**config.mk**
```make
export PLATFORM = sky130hd
export DESIGN_NAME = fetch_predict_unit
export DESIGN_NICKNAME = d
export VERILOG_FILES = /design/src/rtl/fetch_pkg.sv /design/src/rtl/bht_2bit.sv /design/src/rtl/fetch_predict_unit.sv
export SDC_FILE = /design/constraint.sdc
export NUM_CORES = 1
export LEC_CHECK = 0
export BUFFER_PORTS_ARGS = -buffer_cell sky130_fd_sc_hd__buf_2
export CELL_PAD_IN_SITES_DETAIL_PLACEMENT = 2
export CELL_PAD_IN_SITES_GLOBAL_PLACEMENT = 2
export CORE_MARGIN = 5
export CORE_UTILIZATION = 35
export DETAILED_ROUTE_END_ITERATION = 12
export PLACE_DENSITY_LB_ADDON = 0.1
export SLEW_MARGIN = 0
export SYNTH_ARGS = -nofsm -noshare
export SYNTH_HDL_FRONTEND = slang
export SYNTH_SLANG_ARGS = --single-unit
```
**constraint.sdc**
```tcl
create_clock -name clk_i -period 9.8 [get_ports clk_i]
set_input_delay 1.96 -clock clk_i [delete_from_list [all_inputs] [get_ports clk_i]]
set_output_delay 1.96 -clock clk_i [all_outputs]
set_load 0.02 [all_outputs]
```
**src/rtl/fetch_pkg.sv**
```systemverilog
// ---------------------------------------------------------------------------
// fetch_pkg
// Shared definitions for the fetch/predict slice:
//   - opcodes that the fetch stage predecodes (j, beq)
//   - 2-bit saturating counter encodings and the predictor reset value
//   - sat2(): one step of a 2-bit saturating counter
// ---------------------------------------------------------------------------
package fetch_pkg;

  localparam logic [5:0] OP_J   = 6'b000010;
  localparam logic [5:0] OP_BEQ = 6'b000100;

  // Counter encodings; the MSB is the taken/not-taken prediction.
  localparam logic [1:0] SNT = 2'b00;
  localparam logic [1:0] WNT = 2'b01;
  localparam logic [1:0] WT  = 2'b10;
  localparam logic [1:0] ST  = 2'b11;

  localparam logic [1:0] BHT_RESET = WNT;

  // Move one step toward the observed outcome, sticking at either end.
  function automatic logic [1:0] sat2(input logic [1:0] cnt, input logic taken);
    logic [1:0] result;
    result = cnt;
    if (taken && (cnt != ST)) begin
      result = cnt + 2'd1;
    end else if (!taken && (cnt != SNT)) begin
      result = cnt - 2'd1;
    end
    return result;
  endfunction

endpackage

```
**src/rtl/bht_2bit.sv**
```systemverilog
// ---------------------------------------------------------------------------
// bht_2bit
// Table of 2-bit saturating branch counters.
// Ports:
//   clk_i, rst_n_i       clock, asynchronous active-low reset (all -> WNT)
//   rd_idx_i / rd_cnt_o  combinational read port used by fetch
//   upd_en_i, upd_idx_i,
//   upd_taken_i          synchronous update port driven by branch resolution
// A read and an update of the same entry in one cycle returns the old value;
// the new value is seen from the following cycle.
// ---------------------------------------------------------------------------
module bht_2bit
  import fetch_pkg::*;
#(
  parameter int ENTRIES = 64,
  localparam int IDX_W  = $clog2(ENTRIES)
) (
  input  logic             clk_i,
  input  logic             rst_n_i,
  input  logic [IDX_W-1:0] rd_idx_i,
  output logic [1:0]       rd_cnt_o,
  input  logic             upd_en_i,
  input  logic [IDX_W-1:0] upd_idx_i,
  input  logic             upd_taken_i
);

  logic [1:0] r_cnt [ENTRIES];

  assign rd_cnt_o = r_cnt[rd_idx_i];

  always_ff @(posedge clk_i or negedge rst_n_i) begin
    if (!rst_n_i) begin
      for (int i = 0; i < ENTRIES; i++) begin
        r_cnt[i] <= BHT_RESET;
      end
    end else if (upd_en_i) begin
      r_cnt[upd_idx_i] <= sat2(r_cnt[upd_idx_i], upd_taken_i);
    end
  end

endmodule

```
**src/rtl/fetch_predict_unit.sv**
```systemverilog
// ---------------------------------------------------------------------------
// fetch_predict_unit
// Fetch stage with PC register, predecode of j/beq, static j resolution and
// dynamic beq prediction through a 2-bit counter table, plus recovery from
// mispredicts reported by ID and branch/mispredict statistics.
// Ports:
//   clk_i, rst_n_i          clock, asynchronous active-low reset
//   start_i, stall_i        run enable / hazard stall (both hold the PC)
//   pc_o, inst_i            fetch address and fetched word
//   pred_taken_o            prediction for the word being fetched
//   res_*                   beq resolution from ID
//   redirect_o              mispredict this cycle; flush IF/ID
//   branch_cnt_o,
//   mispred_cnt_o           saturating statistics counters
// ---------------------------------------------------------------------------
module fetch_predict_unit
  import fetch_pkg::*;
#(
  parameter int              XLEN        = 32,
  parameter int              BHT_ENTRIES = 64,
  parameter logic [XLEN-1:0] RESET_PC    = '0,
  parameter int              CNT_W       = 16
) (
  input  logic             clk_i,
  input  logic             rst_n_i,
  input  logic             start_i,
  input  logic             stall_i,
  output logic [XLEN-1:0]  pc_o,
  input  logic [31:0]      inst_i,
  output logic             pred_taken_o,
  input  logic             res_valid_i,
  input  logic [XLEN-1:0]  res_pc_i,
  input  logic             res_taken_i,
  input  logic             res_pred_i,
  input  logic [XLEN-1:0]  res_target_i,
  output logic             redirect_o,
  output logic [CNT_W-1:0] branch_cnt_o,
  output logic [CNT_W-1:0] mispred_cnt_o
);

  localparam int IDX_W = $clog2(BHT_ENTRIES);

  logic [XLEN-1:0]  r_pc;
  logic [XLEN-1:0]  w_pcNext;
  logic [XLEN-1:0]  w_pc4;
  logic [XLEN-1:0]  w_brOff;
  logic [XLEN-1:0]  w_brTgt;
  logic [XLEN-1:0]  w_jTgt;
  logic             w_isJ;
  logic             w_isBeq;
  logic             w_mispredict;
  logic [1:0]       w_cnt;
  logic [CNT_W-1:0] r_branchCnt;
  logic [CNT_W-1:0] r_mispredCnt;

  assign w_isJ   = (inst_i[31:26] == OP_J);
  assign w_isBeq = (inst_i[31:26] == OP_BEQ);

  // PC bits [1:0] are always zero for word fetches, so the table is indexed
  // from bit 2 upward; fetch and resolution use the same slice.
  bht_2bit #(.ENTRIES(BHT_ENTRIES)) u_bht (
    .clk_i       (clk_i),
    .rst_n_i     (rst_n_i),
    .rd_idx_i    (r_pc[IDX_W+1:2]),
    .rd_cnt_o    (w_cnt),
    .upd_en_i    (res_valid_i),
    .upd_idx_i   (res_pc_i[IDX_W+1:2]),
    .upd_taken_i (res_taken_i)
  );

  assign pred_taken_o = w_isBeq & w_cnt[1];

  assign w_pc4   = r_pc + XLEN'(4);
  assign w_brOff = {{(XLEN-18){inst_i[15]}}, inst_i[15:0], 2'b00};
  assign w_brTgt = w_pc4 + w_brOff;
  assign w_jTgt  = {w_pc4[XLEN-1:28], inst_i[25:0], 2'b00};

  assign w_mispredict = res_valid_i & (res_taken_i != res_pred_i);
  assign redirect_o   = w_mispredict;

  // Recovery from ID outranks everything, including stall and start, since
  // whatever IF holds is on the wrong path anyway.
  always_comb begin
    w_pcNext = w_pc4;
    if (w_mispredict) begin
      w_pcNext = res_taken_i ? res_target_i : (res_pc_i + XLEN'(4));
    end else if (!start_i || stall_i) begin
      w_pcNext = r_pc;
    end else if (w_isJ) begin
      w_pcNext = w_jTgt;
    end else if (pred_taken_o) begin
      w_pcNext = w_brTgt;
    end
  end

  always_ff @(posedge clk_i or negedge rst_n_i) begin
    if (!rst_n_i) begin
      r_pc <= RESET_PC;
    end else begin
      r_pc <= w_pcNext;
    end
  end

  // Statistics stick at all-ones instead of wrapping.
  always_ff @(posedge clk_i or negedge rst_n_i) begin
    if (!rst_n_i) begin
      r_branchCnt  <= '0;
      r_mispredCnt <= '0;
    end else begin
      if (res_valid_i && (r_branchCnt != '1)) begin
        r_branchCnt <= r_branchCnt + CNT_W'(1);
      end
      if (w_mispredict && (r_mispredCnt != '1)) begin
        r_mispredCnt <= r_mispredCnt + CNT_W'(1);
      end
    end
  end

  assign pc_o          = r_pc;
  assign branch_cnt_o  = r_branchCnt;
  assign mispred_cnt_o = r_mispredCnt;

endmodule

```
# Yosys cells after proc, flatten, opt, wreduce, memory -nomap -nowiden
# Cells that the tools add are included.
[classes]
n_addsub = 7
magnitude_cmp = 3
eq_ne = 7
n_mux = 17
n_bitwise = 4
reduce_logical = 9
[op_table]
columns = ["operator", "count"]
rows = [
  ["two-way mux 32 bit", 5],
  ["bitwise mux 128 bit", 1],
  ["adder 32 x 3 -> 32 bit (second input constant)", 2],
  ["adder 16 x 1 -> 16 bit (second input constant)", 2],
  ["adder 32 bit", 1],
  ["inequality test 16 bit (second input constant)", 2],
  ["binary-select mux 2 bit (select 6 bit)", 2],
  ["two-way mux 2 bit", 8],
  ["greater-or-equal comparator 7 bit (second input constant)", 2],
  ["NOT 6 -> 7 bit", 2],
  ["demux 2 bit (select 6 bit)", 1],
  ["< comparator 7 x 1 -> 1 bit (second input constant)", 1],
  ["== test 6 x 2 -> 1 bit (second input constant)", 1],
  ["== test 6 x 3 -> 1 bit (second input constant)", 1],
  ["logical AND 1 bit", 5],
  ["inequality test 2 bit (second input constant)", 2],
  ["adder 2 x 1 -> 2 bit (second input constant)", 1],
  ["bitwise AND 1 bit", 2],
  ["zero test 1 bit", 2],
  ["nonzero test 2 bit", 1],
  ["subtractor 2 x 1 -> 2 bit (second input constant)", 1],
  ["logical OR 1 bit", 1],
  ["inequality test 1 bit", 1],
]
[word_totals]
regBits = 192
inputBits = 103
output_inout_bits = 66
wordCells = 114

# Depth between registers and ports, before layout
# Gate-level depths: netlist (run 1).
[depth]
ltp_word = 10
mapped_depth = 19
mapped_depth_nobuf = 16

# Hierarchy
# A second synthesis (run 1) with hierarchy kept.
[hier_totals]
cells_unflattened = 1637
hier_area_um2 = 14826.7
[by_module_without_submodules]
columns = ["mod", "instances", "cells_each", "area_each_um2", "seq_area_each_um2"]
rows = [
  ["bht_2bit", 1, 813, 8336.7, 3283.1],
  ["fetch_predict_unit", 1, 824, 6490.0, 1601.5],
]

# Worst setup path after synthesis (run 1)
# No wires, ideal clock.
[synth_timing]
kind = "input port to output port"
start = "in inst_i[26]"
end = "out pred_taken_o"
t_arrival_ns = 3.196
required_time_ns = 7.840
slack_ns = 4.644
path_stages = 6
path_cell_list = "nor4_1 -> nand3b_1 -> a31oi_1 -> nand2_1 -> inv_1 -> buf_2"
[synth_via]
elab_chain_cells = 2
[synth_rtl]
columns = ["item", "line", "rtl"]
rows = [
  ["start: declaration", "fetch_predict_unit.sv:29", "input logic [31:0] inst_i,"],
  ["== test 6 x 3 -> 1 bit", "fetch_predict_unit.sv:57", "assign w_isBeq = (inst_i[31:26] == OP_BEQ);"],
  ["bitwise AND 1 bit", "fetch_predict_unit.sv:71", "assign pred_taken_o = w_isBeq & w_cnt[1];"],
  ["end: declaration", "fetch_predict_unit.sv:30", "output logic pred_taken_o,"],
]
# Every way passes these cells.

# Worst setup path in the final report (run 1)
[layout_timing]
start = "in res_pc_i[2]"
end = "reg u_bht.r_cnt[14] (netlist bit)"
[layout_via]
elab_chain_cells = 10
word_cells_on_any_way = 19
[layout_rtl]
columns = ["item", "line", "rtl"]
rows = [
  ["start: declaration", "fetch_predict_unit.sv:32", "input logic [XLEN-1:0] res_pc_i,"],
  ["NOT 6 -> 7 bit (not written as such) (*)", "bht_2bit.sv:37", "r_cnt[upd_idx_i] <= sat2(r_cnt[upd_idx_i], upd_taken_i);"],
  ["branches (longest 8 deep; another with subtractor 2 x 1 -> 2 bit)", "-", ""],
  ["bitwise mux 128 bit (*)", "bht_2bit.sv:37", ""],
  ["end signal: indexed assignment", "bht_2bit.sv:37", ""],
  ["end: declaration", "bht_2bit.sv:27", "logic [1:0] r_cnt [ENTRIES];"],
]
# Every way passes the cells marked *. The select of a mux whose other input is x is not followed.
# A chain may end at the register's enable or synchronous reset.

==> results of run 1 <==
[flip-flops by register name (all words and copies together), names as in the netlist]
signal	cells
u_bht.r_cnt	128
pc_o	32
mispred_cnt_o	16
branch_cnt_o	16
[cell type report]
class | instances | area [sq um] | area share [%]
multi-input combinational | 1083 | 8050 | 52.8
timing repair buffer | 190 | 1010 | 6.66
clock inverter | 14 | 140 | 0.920
inverter | 22 | 82.6 | 0.542
tap | 511 | 639 | 4.20
sequential | 192 | 4880 | 32.1
clock buffer | 18 | 429 | 2.82
[Yosys cell counts, types with 10 or more instances]
| cell type | number | area, sq um |
|---|---|---|
| a211oi_1 | 18 | 135 |
| a21o_1 | 16 | 120 |
| a21oi_1 | 86 | 430 |
| a221oi_1 | 12 | 105 |
| a31oi_1 | 20 | 125 |
| and3_1 | 19 | 119 |
| buf_2 | 17 | 85.1 |
| clkbuf_1 | 47 | 176 |
| dfrtp_1 | 128 | 3200 |
| dfstp_2 | 64 | 1680 |
| ha_1 | 41 | 513 |
| inv_1 | 22 | 82.6 |
| mux2_2 | 141 | 1590 |
| mux2i_1 | 35 | 350 |
| mux4_2 | 26 | 586 |
| nand2_1 | 118 | 443 |
| nand3_1 | 55 | 275 |
| nand4_1 | 22 | 138 |
| nor2_1 | 119 | 447 |
| nor2b_1 | 10 | 62.6 |
| nor3_1 | 22 | 110 |
| o211ai_1 | 13 | 97.6 |
| o21ai_0 | 60 | 300 |
| or3_1 | 13 | 81.3 |
| xnor2_1 | 68 | 596 |
| xor2_1 | 38 | 333 |
[per-layer routing]
metal,vias up,track usage [%],share of wire (%)
met4,0,5.65,1.7
met2,221,41.6,49
met5,-,0,0
met3,41,3.44,3.5
li1,5316,-,-
met1,6072,31.8,45
[kinds of logic (layout without fill, tap and decap cells)]
kind of cell / count (synthesis) / count (layout)
compound gates: 298 / 298
xor+xnor: 106 / 106
fa+ha+maj: 42 / 42
buf+inv: 107 / 244
flops: 192 / 192
mux: 202 / 202
simple gates: 435 / 435
[critical path: cells and delay by family]
family / cells / cell delay, ns
buffers and inverters: 3 / 1.46
muxes: 4 / 1.20
xor gates and xnor gates: 1 / 0.76
and+or+nand+nor: 1 / 0.45
AOI/OAI and AO/OA: 1 / 0.39
adders and majority gates: 1 / 0.25
[where the power goes]
part	internal (mW)	leakage [nW]	switching, mW	total, mW
Combinational	0.444	3.91	0.650	1.09
Sequential	0.992	2.35	0.159	1.15
Clock	0.338	0.277	0.368	0.706
Total	1.77	6.54	1.18	2.95
[placed cells by master (no fill, tap or decap), types with 55 or more instances in the layout]
master / count
dfrtp_1: 128
nand3_1: 55
xnor2_1: 67
o21ai_0: 60
a21oi_1: 86
nand2_1: 117
buf_2: 167
nor2_1: 119
dfstp_2: 64
mux2_2: 141
[final timing paths]
| path | cells after the start | endpoint | slack [ns] | start |
|---|---|---|---|---|
| max | 11 | u_bht.r_cnt[14]$_DFFE_PN1P_ | 3.67 | res_pc_i[2] |
| min | 1 | branch_cnt_o[10]$_DFFE_PN0P_ | 0.49 | branch_cnt_o[10]$_DFFE_PN0P_ |
| max in group asynchronous | 2 | u_bht.r_cnt[77]$_DFFE_PN0P_ | 6.91 | rst_n_i |
| min reg2reg | 1 | branch_cnt_o[10]$_DFFE_PN0P_ | 0.49 | branch_cnt_o[10]$_DFFE_PN0P_ |
| max reg2reg | 16 | pc_o[31]$_DFFE_PN0P_ | 4.40 | pc_o[4]$_DFFE_PN0P_ |
| min in group asynchronous | 1 | branch_cnt_o[10]$_DFFE_PN0P_ | 1.49 | rst_n_i |
[per-stage QoR]
stage	power, mW	instance area (sq um)
global placement	2.22	14700
global route	3.13	15200
CTS	2.98	15200
floorplan	1.88	13400
detailed placement	2.26	14700
finish	2.95	15200
==> flow_summary.toml, run 1 <==
[run_status]
run_status = "complete, no violations"

[global_route]
grtUsageTotal_pct = 24.0
antenna_found_initial = 0
grt_pass1_vias = 12672
grt_max_degree = 74
grt-ovfl-total = 0
grt_pass1_wl_um = 77900

[synthesis]
async_flop_share_pct = 100
syn_area_sq_um = 13400
synth.avg_cell_area_sq_um = 9.70
synth_edf_count = 0
synth_top_family_by_area = "multiplexers"
ys_types = 70
synthAdderAreaFrac_pct = 3.98
synth.area.mux_share_pct = 18.8
yosysSeqAreaShare_pct = 36.4
synthSimpleGateAreaFrac_pct = 15.8
ys_seq_elements = 192
synth_flop_cell = "dfrtp_1"
yosys.area_share.xor_xnor_pct = 6.93
netlist_instances = 1382
yosys_warnings = 0
synthesis.nets = 1527
synth_compound_area_share_pct = 14.3

[sta]
max_clock_freq_ghz = 0.163
finalWorstPathRequiredPeriod_ns = 6.13
fin_skew_ns = 0.0203
setup-tns-final_ns = 0
finalMaxSlewViolations = 0
fin_hold_ws_ns = 0.494
hold_viol = 0
final.period_utilization_pct = 62.6
setup_slack_ns = 3.67
worst_pin_slew_ns = 1.18
slew_headroom_pct = 20.8
setup_violations = 0
rsz0062_at_grt = "false"

[power_and_ir_drop]
vdd_drop_max_uv = 115
power_leakage_nw = 6.54
pwr_density_cell_nw_per_um2 = 194

[place]
dp_slack_ns = 3.14
dpl.cell_count = 1998
gp_congestion = 0.843
hpwl_um = 37500
port_buffers = 168

[floorplan]
die_area_sq_um = 42300
pin_count = 169
die_height_um = 206
core-area_sq_um = 37800
fp-row-count = 71
dieWidth_um = 206
start_util_pct = 35.5

[final_layout]
fill_cells = 4161
final_util_pct = 40.4
antenna_cells = 0
fin_cells = 2030
syn_to_final_growth_pct = 13.7
drive_gt1_share_pct = 31.1
final_nets = 1651

[cts]
cts_tree = "yes"
cts_resized = 0
hold_buffers = 0
cts_buffers = 17
post_cts_buffers = 0
clk_latency_ns = 0.47
path_clk_slew_ns = 0.07
htreeDepth = 4
cts_sinks = 192
clk_path_buf_depth = 2
root_buffer = "clkbuf_16"

[setup_path]
crit_slowest_cell = "xnor2_2"
critical_path_peak_fanout = 46
worstPathRequired_ns = 10.20
startpoint_type = "primary input"
path_cells = "buf_2 > buf_4 > mux4_2 > a222oi_1 > mux2i_1 > nor4b_2 > ha_1 > mux2i_1 > xnor2_2 > buf_4 > mux2_2"
end_kind = "flip-flop"
worstPathArrival_ns = 6.53
slowest_delay_ns = 0.76
path_class = "primary input to flip-flop"

[route]
vias = 11650
wl_per_cell_um = 24.9
drtIter0Drc = 545
drt_pass1_iterations = 4
ant_nets = 0
viasPerCell = 5.74
drc = 0
routed_wl_um = 50600

[flow_run]
maxCapViolCount = 0

[hold_path]
hold_path.class = "flip-flop to flip-flop"
Power figures use the tool's default switching activity.
==> run 2, diff against run 1 <==
- ABC_AREA: unset -> 1
- CORE_UTILIZATION: 35 -> 29
- clock period: 9.8 -> 5.1 ns (I/O delays scaled with it)
==> flow_summary.toml, run 2 <==
[run_status]
run_status = "complete, no violations"

[synthesis]
netlist.area_leader.share_pct = 21.9
synthTopCellsByArea = "dfrtp_1 (22%), nand2_1 (19%), dfstp_2 (12%)"
ys_seq_elements = 192
yosysSeqAreaShare_pct = 33.4
netlist_instances = 2260
yosys_warnings = 0
yosys-top-cells-count = "nand2_1 (730), inv_1 (269), nand3_1 (255)"
synth_edf_count = 0
synth_top_area_cell = "dfrtp_1"
synth.avg_cell_area_sq_um = 6.47
yosysMostFrequentCell = "nand2_1"
async_flop_share_pct = 100
synthesis.nets = 2405
ys_types = 51
syn_area_sq_um = 14600
synth_flop_cell = "dfrtp_1"

[setup_path]
timing.rr.start = "pc_o[3]$_DFFE_PN0P_"
startpoint_type = "flip-flop"
end_kind = "output port"
crit_top_cell = "nand2_1"
r2r-end = "pc_o[29]$_DFFE_PN0P_"
r2r_setup_slack_ns = 1.14
worstPathArrival_ns = 3.13
worstPathRequired_ns = 4.08
crit_slowest_cell = "dfrtp_1"
path_cells = "inv_1 > buf_4 > nand2_1 > nand3_1 > nand2_1 > nand2_1 > nand2_1 > nor2_1 > nand2_1 > nand2_1 > nand2_1 > nand3_1 > buf_4 > clkinv_1 > buf_2"
r2r_cells = 21
slowest_delay_ns = 0.44
path_class = "flip-flop to output port"
crit_end = "pred_taken_o"
cp-startpoint = "pc_o[2]$_DFFE_PN0P_"
critical_path_peak_fanout = 33

[route]
wl_per_cell_um = 22.7
routed_wl_um = 70400
ant_nets = 0
drtIter0Drc = 837
drc = 0
drt_pass1_iterations = 5
vias = 16195
viasPerCell = 5.23

[cts]
htreeDepth = 4
path_clk_slew_ns = 0.07
cts_sinks = 192
hold_buffers = 0
clk_path_buf_depth = 2
cts_tree = "yes"
clk_latency_ns = 0.49
root_buffer = "clkbuf_16"
post_cts_buffers = 0
cts_buffers = 17
cts_resized = 0

[global_route]
grt_max_degree = 87
grt_pass1_vias = 17449
grtUsageTotal_pct = 25.4
antenna_found_initial = 1
grt-ovfl-total = 0
grt_pass1_wl_um = 106000

[power_and_ir_drop]
power_leakage_nw = 8.30
vdd_drop_max_uv = 192
pwr_density_cell_nw_per_um2 = 364
power_mw = 6.16

[sta]
rsz0062_at_grt = "false"
worst_pin_slew_ns = 1.17
setup-tns-final_ns = 0
slew_headroom_pct = 20.9
hold_viol = 0
finalMaxSlewViolations = 0
final.period_utilization_pct = 81.3
fin_skew_ns = 0.0133
max_clock_freq_ghz = 0.241
setup_violations = 0
finalWorstPathRequiredPeriod_ns = 4.15

[final_layout]
fill_cells = 6207
largest_reg_flops = 128
syn_to_final_growth_pct = 15.7
regMostFlops = "u_bht.r_cnt"
drive_gt1_share_pct = 13.9
final_nets = 2558
final_common_cell = "nand2_1"
layout_common_cells = "nand2_1 (729), inv_1 (269), nand3_1 (255)"

[floorplan]
fp-row-count = 82
pin_count = 169
dieWidth_um = 234
start_util_pct = 29.2
die_area_sq_um = 55000
core-area_sq_um = 50000
die_height_um = 234

[flow_run]
maxCapViolCount = 0

[place]
port_buffers = 168
hpwl_um = 54000
gp_congestion = 0.895

[hold_path]
hold_path.class = "flip-flop to flip-flop"
run 2: final cells by class:
cell class / instances / area [sq um] / area share, %
Antenna cell: 1 / 2.50 / 0.0148
Clock buffer: 20 / 437 / 2.58
Multi-Input combinational cell: 1711 / 8340 / 49.3
Timing Repair Buffer: 208 / 1190 / 7.02
Clock inverter: 12 / 158 / 0.932
Tap cell: 672 / 841 / 4.97
Sequential cell: 192 / 4880 / 28.9
Inverter: 283 / 1060 / 6.28
run 2: kinds of logic after synthesis:
logic type	count (synthesis)	synth area share (%)
fa+ha+maj	42	3.65
buf+inv	357	9.64
simple gates	1348	38.9
xor+xnor	82	4.92
compound gates	238	9.41
mux	1	0.0771
flops	192	33.4
run 2: where the power goes:
part           total (mW)  switching (mW)  internal [mW]
Combinational        2.55            1.78          0.771
Sequential           2.13           0.296           1.84
Clock                1.47           0.695          0.776
run 2: worst min-delay path by stage:
stage,slack [ns],from,cells after the start,endpoint
2_1_floorplan,0.45,u_bht.r_cnt[42]$_DFFE_PN1P_,2,u_bht.r_cnt[42]$_DFFE_PN1P_
3_3_place_gp,0.45,u_bht.r_cnt[62]$_DFFE_PN1P_,2,u_bht.r_cnt[62]$_DFFE_PN1P_
3_5_place_dp,0.46,u_bht.r_cnt[42]$_DFFE_PN1P_,2,u_bht.r_cnt[42]$_DFFE_PN1P_
4_1_cts,0.47,u_bht.r_cnt[42]$_DFFE_PN1P_,2,u_bht.r_cnt[42]$_DFFE_PN1P_
5_1_grt,0.49,u_bht.r_cnt[42]$_DFFE_PN1P_,2,u_bht.r_cnt[42]$_DFFE_PN1P_
6_report,0.47,u_bht.r_cnt[60]$_DFFE_PN1P_,2,u_bht.r_cnt[60]$_DFFE_PN1P_
run 2: metrics by stage:
stage	hold WS, ns	setup WS, ns	std cells	utilization (%)	area (sq um)
2_1_floorplan	0.446	1.76	2260	-	14600
3_3_place_gp	0.454	0.891	3066	32.6	16300
3_5_place_dp	0.461	0.636	3066	32.6	16300
4_1_cts	0.474	0.941	3098	33.8	16900
5_1_grt	0.489	0.719	3098	33.8	16900
6_report	0.471	0.954	3099	33.8	16900
run 2: worst max-delay path, delay by kind of cell (launching register included):
| kind | cells | cell delay [ns] |
|---|---|---|
| DFF | 1 | 0.44 |
| and+or+nand+nor | 10 | 0.95 |
| buffers and inverters | 5 | 1.22 |
run 2: per-layer routing:
layer  up-vias  global-route usage (%)  share of wire [%]
met1      8212                    35.1                 47
met4         0                    6.29                2.2
met3        79                    3.64                4.2
met2       344                    41.9                 47
li1       7560                       -                  -
met5         -                       0                  0
